**config.mk**
```make
export PLATFORM = sky130hd
export DESIGN_NAME = instruction_fetch
export DESIGN_NICKNAME = d
export VERILOG_FILES = /design/src/rtl/instruction_fetch.sv
export SDC_FILE = /design/constraint.sdc
export NUM_CORES = 1
export LEC_CHECK = 0
export BUFFER_PORTS_ARGS = -buffer_cell sky130_fd_sc_hd__buf_2
export CAP_MARGIN = 20
export CORE_ASPECT_RATIO = 0.8
export CORE_MARGIN = 10
export CORE_UTILIZATION = 50
export CTS_CLUSTER_SIZE = 20
export DETAILED_ROUTE_END_ITERATION = 10
export HOLD_SLACK_MARGIN = 0.08
export PLACE_DENSITY = 0.77
export SLEW_MARGIN = 20
export SYNTH_ARGS = -nofsm -noshare
export SYNTH_HDL_FRONTEND = slang
export SYNTH_SLANG_ARGS = --single-unit
```
**constraint.sdc**
```tcl
create_clock -name clock -period 2.1 [get_ports clock]
set_input_delay 0.105 -clock clock [delete_from_list [all_inputs] [get_ports clock]]
set_output_delay 0.105 -clock clock [all_outputs]
set_load 0.005 [all_outputs]
```
**src/rtl/instruction_fetch.sv**
```systemverilog
// ---------------------------------------------------------------------------
// instruction_fetch
//   Upstream fetch stage for the JericallaEvo datapath. Holds a small loadable
//   instruction store and a program counter. It presents each program word on
//   `instruction` for HOLD_CYCLES clocks so the downstream two-stage Buffer
//   pipeline can settle. It also honours stall and parks in HALT at program end.
//
// Ports
//   clock, reset    : rising-edge clock, asynchronous active-high reset
//   load_en/addr/data : store write port (accepted in IDLE/HALT only)
//   prog_len        : words to run, latched (clamped to DEPTH) on start
//   start           : begin execution at address 0 (load_en wins if both)
//   stall           : freeze fetch progress while in FETCH
//   instruction     : registered store word for the datapath
//   instr_valid     : instruction is a real program word
//   pc              : address of the word on `instruction`
//   halted          : program completed
//   issued_count    : words fully presented since last start (wraps)
// ---------------------------------------------------------------------------
module instruction_fetch #(
   parameter int DEPTH       = 32,
   parameter int ADDR_W      = 5,
   parameter int HOLD_CYCLES = 2
) (
   input  logic              clock,
   input  logic              reset,
   input  logic              load_en,
   input  logic [ADDR_W-1:0] load_addr,
   input  logic [16:0]       load_data,
   input  logic [ADDR_W:0]   prog_len,
   input  logic              start,
   input  logic              stall,
   output logic [16:0]       instruction,
   output logic              instr_valid,
   output logic [ADDR_W-1:0] pc,
   output logic              halted,
   output logic [7:0]        issued_count
);

   localparam int HC_W = (HOLD_CYCLES > 1) ? $clog2(HOLD_CYCLES) : 1;
   localparam logic [HC_W-1:0]   HOLD_LAST = HC_W'(HOLD_CYCLES - 1);
   localparam logic [ADDR_W:0]   DEPTH_L   = (ADDR_W + 1)'(DEPTH);

   typedef enum logic [1:0] {S_IDLE, S_FETCH, S_HALT} state_t;

   state_t            state_q, state_n;
   logic [16:0]       mem [DEPTH];
   logic [HC_W-1:0]   hold_q, hold_n;
   logic [ADDR_W:0]   len_q, len_n;
   logic [ADDR_W-1:0] pc_n, pc_inc;
   logic [16:0]       instr_n;
   logic              valid_n, halted_n, last_word;
   logic [7:0]        cnt_n;
   logic [ADDR_W:0]   len_clamp;

   // Store: no reset, writes are only accepted while no program is running so
   // the fetched sequence can never be disturbed mid-run.
   always_ff @(posedge clock) begin
      if (load_en && (state_q != S_FETCH))
         mem[load_addr] <= load_data;
   end

   assign len_clamp = (prog_len > DEPTH_L) ? DEPTH_L : prog_len;
   assign pc_inc    = pc + 1'b1;
   assign last_word = ({1'b0, pc} == (len_q - 1'b1));

   always_comb begin
      state_n  = state_q;
      pc_n     = pc;
      instr_n  = instruction;
      valid_n  = instr_valid;
      halted_n = halted;
      cnt_n    = issued_count;
      hold_n   = hold_q;
      len_n    = len_q;
      case (state_q)
         S_IDLE, S_HALT: begin
            if (start && !load_en) begin
               len_n    = len_clamp;
               cnt_n    = 8'd0;
               halted_n = 1'b0;
               if (len_clamp == '0) begin
                  state_n  = S_HALT;
                  halted_n = 1'b1;
                  valid_n  = 1'b0;
                  instr_n  = 17'b0;
               end else begin
                  state_n = S_FETCH;
                  pc_n    = '0;
                  instr_n = mem[0];
                  valid_n = 1'b1;
                  hold_n  = '0;
               end
            end
         end
         S_FETCH: begin
            if (!stall) begin
               if (hold_q != HOLD_LAST) begin
                  hold_n = hold_q + 1'b1;
               end else begin
                  // word fully presented: count it and advance or finish
                  hold_n = '0;
                  cnt_n  = issued_count + 1'b1;
                  if (last_word) begin
                     state_n  = S_HALT;
                     instr_n  = 17'b0;
                     valid_n  = 1'b0;
                     halted_n = 1'b1;
                  end else begin
                     pc_n    = pc_inc;
                     instr_n = mem[pc_inc];
                  end
               end
            end
         end
         default: state_n = S_IDLE;
      endcase
   end

   always_ff @(posedge clock or posedge reset) begin
      if (reset) begin
         state_q      <= S_IDLE;
         pc           <= '0;
         instruction  <= 17'b0;
         instr_valid  <= 1'b0;
         halted       <= 1'b0;
         issued_count <= 8'd0;
         hold_q       <= '0;
         len_q        <= '0;
      end else begin
         state_q      <= state_n;
         pc           <= pc_n;
         instruction  <= instr_n;
         instr_valid  <= valid_n;
         halted       <= halted_n;
         issued_count <= cnt_n;
         hold_q       <= hold_n;
         len_q        <= len_n;
      end
   end

endmodule

```
==> results.cfg, run 1 <==
[route]
vias_per_cell = 6.22
via_count = 13300
route.detailed.drc = 0
avgRoutedWirePerCell_um = 28.4
firstDrtPassIters = 5
first_iter_violations = 1854
routed_wl_um = 60600
ant_nets = 0

[worst_hold_path]
worstHoldPathCells = 1
hp-start = load_data[0]
hold_class = primary input to flip-flop
hold_path_end = mem[23][0]$_DFFE_PP_

[synthesis]
synth_seq_cells = 585
synth_nets = 1243
netlist_instances = 1207
synth-edff-count = 544
seq_area_frac_synth_pct = 75.6
ys_warn_count = 0
ys_async_sr_fraction_pct = 7.01
synth_area_um2 = 23000
synth-main-ff-cell = edfxtp_1
syn_area_per_cell_um2 = 19.0
synth.distinct_cells = 57

[floorplanning]
rows = 70
die_x_um = 260
start_util_pct = 50.4
ios = 65
fp.dieH_um = 212
die-area_um2 = 55000
core_area_um2 = 45500

[run_status]
status = complete, but fails checks
violations = negative setup slack

[power]
totalPowerFinal_w = 0.0394
ir_worst_vdd_mv = 0.694
p_leak_nw = 9.71
powerDensity_nw_per_um2 = 1370

[worst_setup_path]
cp_slowest_cell = mux4_2
end_kind = flip-flop
r2r_slack_ns = -0.36
worstPathArrival_ns = 2.92
worst_path_largest_cell_delay_ns = 0.53
reg2reg_depth = 8
crit_chain = ha_4 > buf_12 > buf_6 > mux4_2 > mux2i_2 > o22ai_2 > a211oi_2 > o21ai_1
cp_max_fo = 8
r2r_end = instruction[8]$_DFFE_PP0P_
critPathLaunchType = flip-flop
r2r-start = pc[0]$_DFFE_PP0P_
cpLargestDelayFamily = multiplexers
worst-setup-path-type = flip-flop to flip-flop
critPathBufInv = 2
cp.required_ns = 2.56
cp_num_cells = 8

[timing]
finalSetupViolCount = 19
rsz0062_at_grt = yes
setup_tns_ns = -4.78
worst_pin_slew_ns = 0.926
setup_ws_ns = -0.361
fmax_ghz = 0.406
finalClockSkew_ns = 0.0122
relSlewSlack_pct = 38.0
period_share_pct = 117
final_hold_viol_count = 0
slew_violations = 0
period_needed_ns = 2.46

[flow_run]
maxCapViolCount = 0

[cells_and_area]
final_nets = 1516
drive_above_1_share_pct = 35.9
syn_to_final_growth_pct = 25.1
fin_cells = 2138

[clocking]
cts.sinks = 585
cts_root_buf = clkbuf_16
h-tree-depth = 2
cts_tree = done
clkLatencyLatePin_ns = 0.59
numCtsBuffers = 54
clkTransAtPathRegs_ns = 0.07
cts_buffer_depth = 3

[place]
io_buffers = 64
placedCellCount = 1975
dpl.hpwl_um = 36700
gp_congestion = 0.862

[global_routing]
overflow = 0
grtUsageMet3_pct = 5.83
grt_max_degree = 33
grt_usage_pct = 21.4
grt-busiest-layer = met2
grt_pass1_wl_um = 87300
grt_pass1_vias = 13300
grt_use_met2_pct = 32.5
antenna_found_initial = 3
grt_util_met1_pct = 30.1
## per-layer routing
| layer | wire length (um) | part of all wire [%] |
|---|---|---|
| met5 | 23 | 0.038 |
| met4 | 1380 | 2.3 |
| met3 | 6970 | 11 |
| met2 | 28000 | 46 |
| met1 | 24300 | 40 |
## worst reg2reg max path, delay by kind of cell (launching register included)
family          cells  cell delay (ns)
compound gates      3             0.47
fa+ha+maj           1             0.34
buf+inv             2             0.30
flops               1             0.50
mux                 2             0.73
## logic make-up after synthesis
group / share of synthesized area, %
DFF: 75.6
and+or+nand+nor: 4.42
muxes: 13.0
AOI/OAI and AO/OA: 4.43
buffers and inverters: 1.53
xor gates and xnor gates: 0.861
adders and majority gates: 0.163
## power breakdown
| part | internal [W] | switching (W) |
|---|---|---|
| logic | 0.00774 | 0.00722 |
| clock network | 0.00659 | 0.00434 |
| registers | 0.0131 | 0.000408 |
## layout by cell type, fill, tap and decap left out, types with 21 or more instances in the layout
master / count
buf_12: 46
dlygate4sd3_1: 21
nand2_1: 105
mux4_2: 104
buf_2: 64
clkbuf_16: 61
a21oi_1: 21
nor2_1: 46
buf_4: 123
dfrtp_1: 40
mux2i_1: 42
edfxtp_1: 544
## cells in the mapped netlist, types with 2 or more instances
| cell | instances | area, um^2 |
|---|---|---|
| xnor2_1 | 6 | 52.6 |
| nand3b_1 | 9 | 67.6 |
| a21oi_1 | 25 | 125 |
| nand4_1 | 5 | 31.3 |
| a22oi_1 | 17 | 128 |
| mux4_2 | 104 | 2340 |
| xnor2_2 | 2 | 32.5 |
| ha_1 | 3 | 37.5 |
| nor2b_1 | 3 | 18.8 |
| clkbuf_1 | 15 | 56.3 |
| mux2i_1 | 63 | 631 |
| buf_6 | 3 | 33.8 |
| a32oi_1 | 12 | 105 |
| a221oi_1 | 10 | 87.6 |
| a211oi_1 | 12 | 90.1 |
| or3_1 | 2 | 12.5 |
| nand2b_1 | 8 | 50.1 |
| buf_4 | 9 | 67.6 |
| dfrtp_1 | 41 | 1030 |
| nor3b_1 | 3 | 22.5 |
| and2_1 | 2 | 12.5 |
| o21ai_1 | 14 | 70.1 |
| buf_2 | 33 | 165 |
| xor2_1 | 11 | 96.3 |
| a22o_1 | 10 | 87.6 |
| o22ai_1 | 11 | 68.8 |
| o21ai_0 | 10 | 50.1 |
| a32o_1 | 10 | 100 |
| a31oi_1 | 2 | 12.5 |
| nor4_1 | 7 | 43.8 |
| edfxtp_1 | 544 | 16300 |
| inv_1 | 5 | 18.8 |
| nand3_1 | 6 | 30.0 |
| o211ai_1 | 2 | 15.0 |
| and3_1 | 8 | 50.1 |
| nor2_1 | 50 | 188 |
| nand2_1 | 110 | 413 |
## worst max path at each step
stage	slack, ns	end	startpoint
final	-0.36	instruction[8]$_DFFE_PP0P_	pc[0]$_DFFE_PP0P_
after global routing	-0.44	instruction[5]$_DFFE_PP0P_	pc[0]$_DFFE_PP0P_
after CTS	-0.27	instruction[8]$_DFFE_PP0P_	pc[0]$_DFFE_PP0P_
after detailed placement	-0.31	instruction[9]$_DFFE_PP0P_	pc[0]$_DFFE_PP0P_
after global placement	-0.27	instruction[1]$_DFFE_PP0P_	pc[0]$_DFFE_PP0P_
after floorplan	-0.18	mem[12][0]$_DFFE_PP_	state_q[1]$_DFFE_PP0P_
## sequential cells by signal, summed over array words and instances, names as in the netlist
signal        cells
hold_q            1
halted            1
pc                5
state_q           2
mem             544
instr_valid       1
issued_count      8
instruction      17
len_q             6
## metrics by stage
step | utilization (%) | hold slack, ns | instance area, um^2 | setup slack (ns)
2_1_floorplan | - | 0.204 | 23000 | -0.178
3_3_place_gp | 55.8 | 0.183 | 25400 | -0.269
3_5_place_dp | 55.8 | 0.197 | 25400 | -0.315
4_1_cts | 61.7 | 0.0812 | 28100 | -0.270
5_1_grt | 63.1 | 0.0865 | 28700 | -0.436
6_report | 63.1 | 0.0870 | 28700 | -0.361
## area by class of cell
type	instances	area [um^2]
sequential	585	17400
fill	2949	16800
multi-input combinational	555	5760
timing repair buffer	279	2810
clock buffer	59	1410
tap	612	766
clock inverter	42	587
inverter	5	18.8
antenna	1	2.50
## what timing repair did
item / 4_1_cts / 5_1_grt
resized for setup: 56 / 63
pin swaps: 19 / 22
hold buffers: 21 / 0
buffers inserted: 11 / 21
cloned: 4 / 6
setup endpoints to repair: 25 / 96
endpoints found under the hold margin: 315 / 0
No activity file was read; power rests on OpenSTA's default activity.
==> run 2, diff against run 1 <==
- TNS_END_PERCENT: unset -> 30
==> run 2 against run 1 <==
Net effect:
- sequential cell count stayed put
- final cell count down 2.1%
- cell area down 3.2%
- clock power fell by 17%
- core utilization shrank 2.0 points
- critical path type unchanged
- critical endpoint is now instruction[4]$_DFFE_PP0P_
- clock skew is 0.013 ns higher
- largest cell class unchanged
- first-iteration DRC count increased by 1.1%
- sequential power barely moved
- register-to-register slack better by 0.06 ns
- the run still ends with negative setup slack left
- wire length is 0.34% higher
- die area unchanged
==> results.cfg, run 2 (synthesis gave the netlist of run 1 again) <==
[worst_hold_path]
hold_class = primary input to flip-flop
hold_path_end = mem[19][5]$_DFFE_PP_
worstHoldPathCells = 1
hp-start = load_data[5]

[clocking]
cts_root_buf = clkbuf_16
clkLatencyLatePin_ns = 0.60
cts_buffer_depth = 3
clkTransAtPathRegs_ns = 0.07
h-tree-depth = 2
cts.sinks = 585
numCtsBuffers = 53
cts_tree = done

[timing]
period_share_pct = 115
relSlewSlack_pct = 48.1
period_needed_ns = 2.40
rsz0062_at_grt = yes
slew_violations = 0
final_hold_viol_count = 0
setup_ws_ns = -0.305
worst_pin_slew_ns = 0.778
setup_tns_ns = -3.78
fmax_ghz = 0.416
finalSetupViolCount = 19
finalClockSkew_ns = 0.0255

[worst_setup_path]
cp_max_fo = 14
worstPathArrival_ns = 2.86
worst-setup-path-type = flip-flop to flip-flop
r2r_end = instruction[4]$_DFFE_PP0P_
cp.required_ns = 2.56
cp_common_cell = buf_12
end_kind = flip-flop
critPathLaunchType = flip-flop
worstSetupStartpoint = pc[0]$_DFFE_PP0P_
worst_path_largest_cell_delay_ns = 0.50
crit_chain = ha_4 > buf_12 > buf_12 > mux4_2 > mux2i_2 > o22ai_1 > a211oi_2 > o21ai_1
r2r-start = pc[0]$_DFFE_PP0P_
cp_slowest_cell = dfrtp_4
reg2reg_depth = 8
r2r_slack_ns = -0.30

[floorplanning]
rows = 70
start_util_pct = 50.4
die_x_um = 260
die-area_um2 = 55000
core_area_um2 = 45500
ios = 65
fp.dieH_um = 212

[cells_and_area]
final_nets = 1474
register_area_um2 = 17400
syn_to_final_growth_pct = 21.0
layout_common_cells = edfxtp_1, nand2_1, mux4_2
fillers = 3080
largestRegisters = mem (544), instruction (17), issued_count (8)
layout_commonest_cell = edfxtp_1
stdcell_area_um2 = 27800
regMostFlops = mem
largest_reg_flops = 544
drive_above_1_share_pct = 31.7
multiInputGateArea_um2 = 5600

[power]
powerDensity_nw_per_um2 = 1320
ir_worst_vdd_mv = 0.797
p_leak_nw = 9.26

[route]
firstDrtPassIters = 5
avgRoutedWirePerCell_um = 29.1
met3_length_um = 7580
wl_met1_um = 23700
route.detailed.drc = 0
routed_wl_um = 60800
routed.top_layer = met5
ant_nets = 0
met2_length_um = 28000
first_iter_violations = 1874
via_count = 13300
vias_per_cell = 6.34

[global_routing]
overflow = 0
grt_pass1_vias = 13000
antenna_found_initial = 4
grt_pass1_wl_um = 87700
grt_max_degree = 35
grt_usage_pct = 21.6

[flow_run]
maxCapViolCount = 0

[run_status]
status = complete, but fails checks
violations = negative setup slack

[place]
gp_congestion = 0.916
dpl_cell_area_um2 = 25400
io_buffers = 64
dpl.hpwl_um = 36500
[run 2: cell types whose count changed in the layout (fill, tap and decap cells not counted), moves of 9 or more]
cell       delta
clkbuf_1     +14
nor2_1       -14
mux2i_2       -9
buf_4        -28
bufinv_16    -12
mux2i_1      +11
nor2_2       +13
[run 2: final cells by class]
| cell class | instances | share of cell area [%] |
|---|---|---|
| Sequential cell | 585 | 62.5 |
| Multi-Input combinational cell | 555 | 20.1 |
| Timing Repair Buffer | 238 | 8.78 |
| Clock buffer | 69 | 4.99 |
| Tap cell | 612 | 2.76 |
| Clock inverter | 29 | 0.756 |
| Inverter | 5 | 0.0675 |
| Antenna cell | 1 | 0.00901 |
[run 2: through the flow]
stage	util, %	total power, W	worst slack [ns]	cells	hold slack, ns
after floorplan	-	0.0205	-0.178	1207	0.204
after global placement	55.8	0.0250	-0.291	1960	0.277
after detailed placement	55.8	0.0253	-0.336	1960	0.291
after CTS	60.3	0.0353	-0.236	2082	0.0875
after global routing	61.0	0.0377	-0.342	2094	0.101
final	61.0	0.0366	-0.305	2094	0.0810
[run 2: power breakdown]
part,switching [W],internal (W)
logic,0.00712,0.00691
registers,0.000387,0.0131
clock network,0.00415,0.00491
[run 2: worst max-delay path: cells and delay by family (launching register included)]
kind	cells	cell delay (ns)
fa+ha+maj	1	0.32
compound gates	3	0.51
flops	1	0.50
buf+inv	2	0.34
mux	2	0.61
[run 2: metal layers]
metal / GRT usage [%] / vias up
met5: 0 / -
met4: 5.74 / 4
met3: 5.45 / 117
met2: 32.9 / 913
met1: 30.6 / 6887
li1: - / 5362
[run 2: repair_timing]
| item | CTS | global route |
|---|---|---|
| hold endpoints to repair | 114 | 0 |
| setup buffers | 6 | 10 |
| hold buffers | 15 | 0 |
| pin swaps | 8 | 10 |
| resized for setup | 36 | 44 |
| gates cloned | 3 | 3 |
| setup endpoints to repair | 25 | 26 |
[run 2: worst max path at each step]
| stage | endpoint | slack [ns] | cells past startpoint |
|---|---|---|---|
| 2_1_floorplan | mem[12][0]$_DFFE_PP_ | -0.18 | 5 |
| 3_3_place_gp | instruction[0]$_DFFE_PP0P_ | -0.29 | 8 |
| 3_5_place_dp | instruction[8]$_DFFE_PP0P_ | -0.34 | 8 |
| 4_1_cts | instruction[4]$_DFFE_PP0P_ | -0.24 | 8 |
| 5_1_grt | instruction[4]$_DFFE_PP0P_ | -0.34 | 8 |
| 6_report | instruction[4]$_DFFE_PP0P_ | -0.30 | 8 |
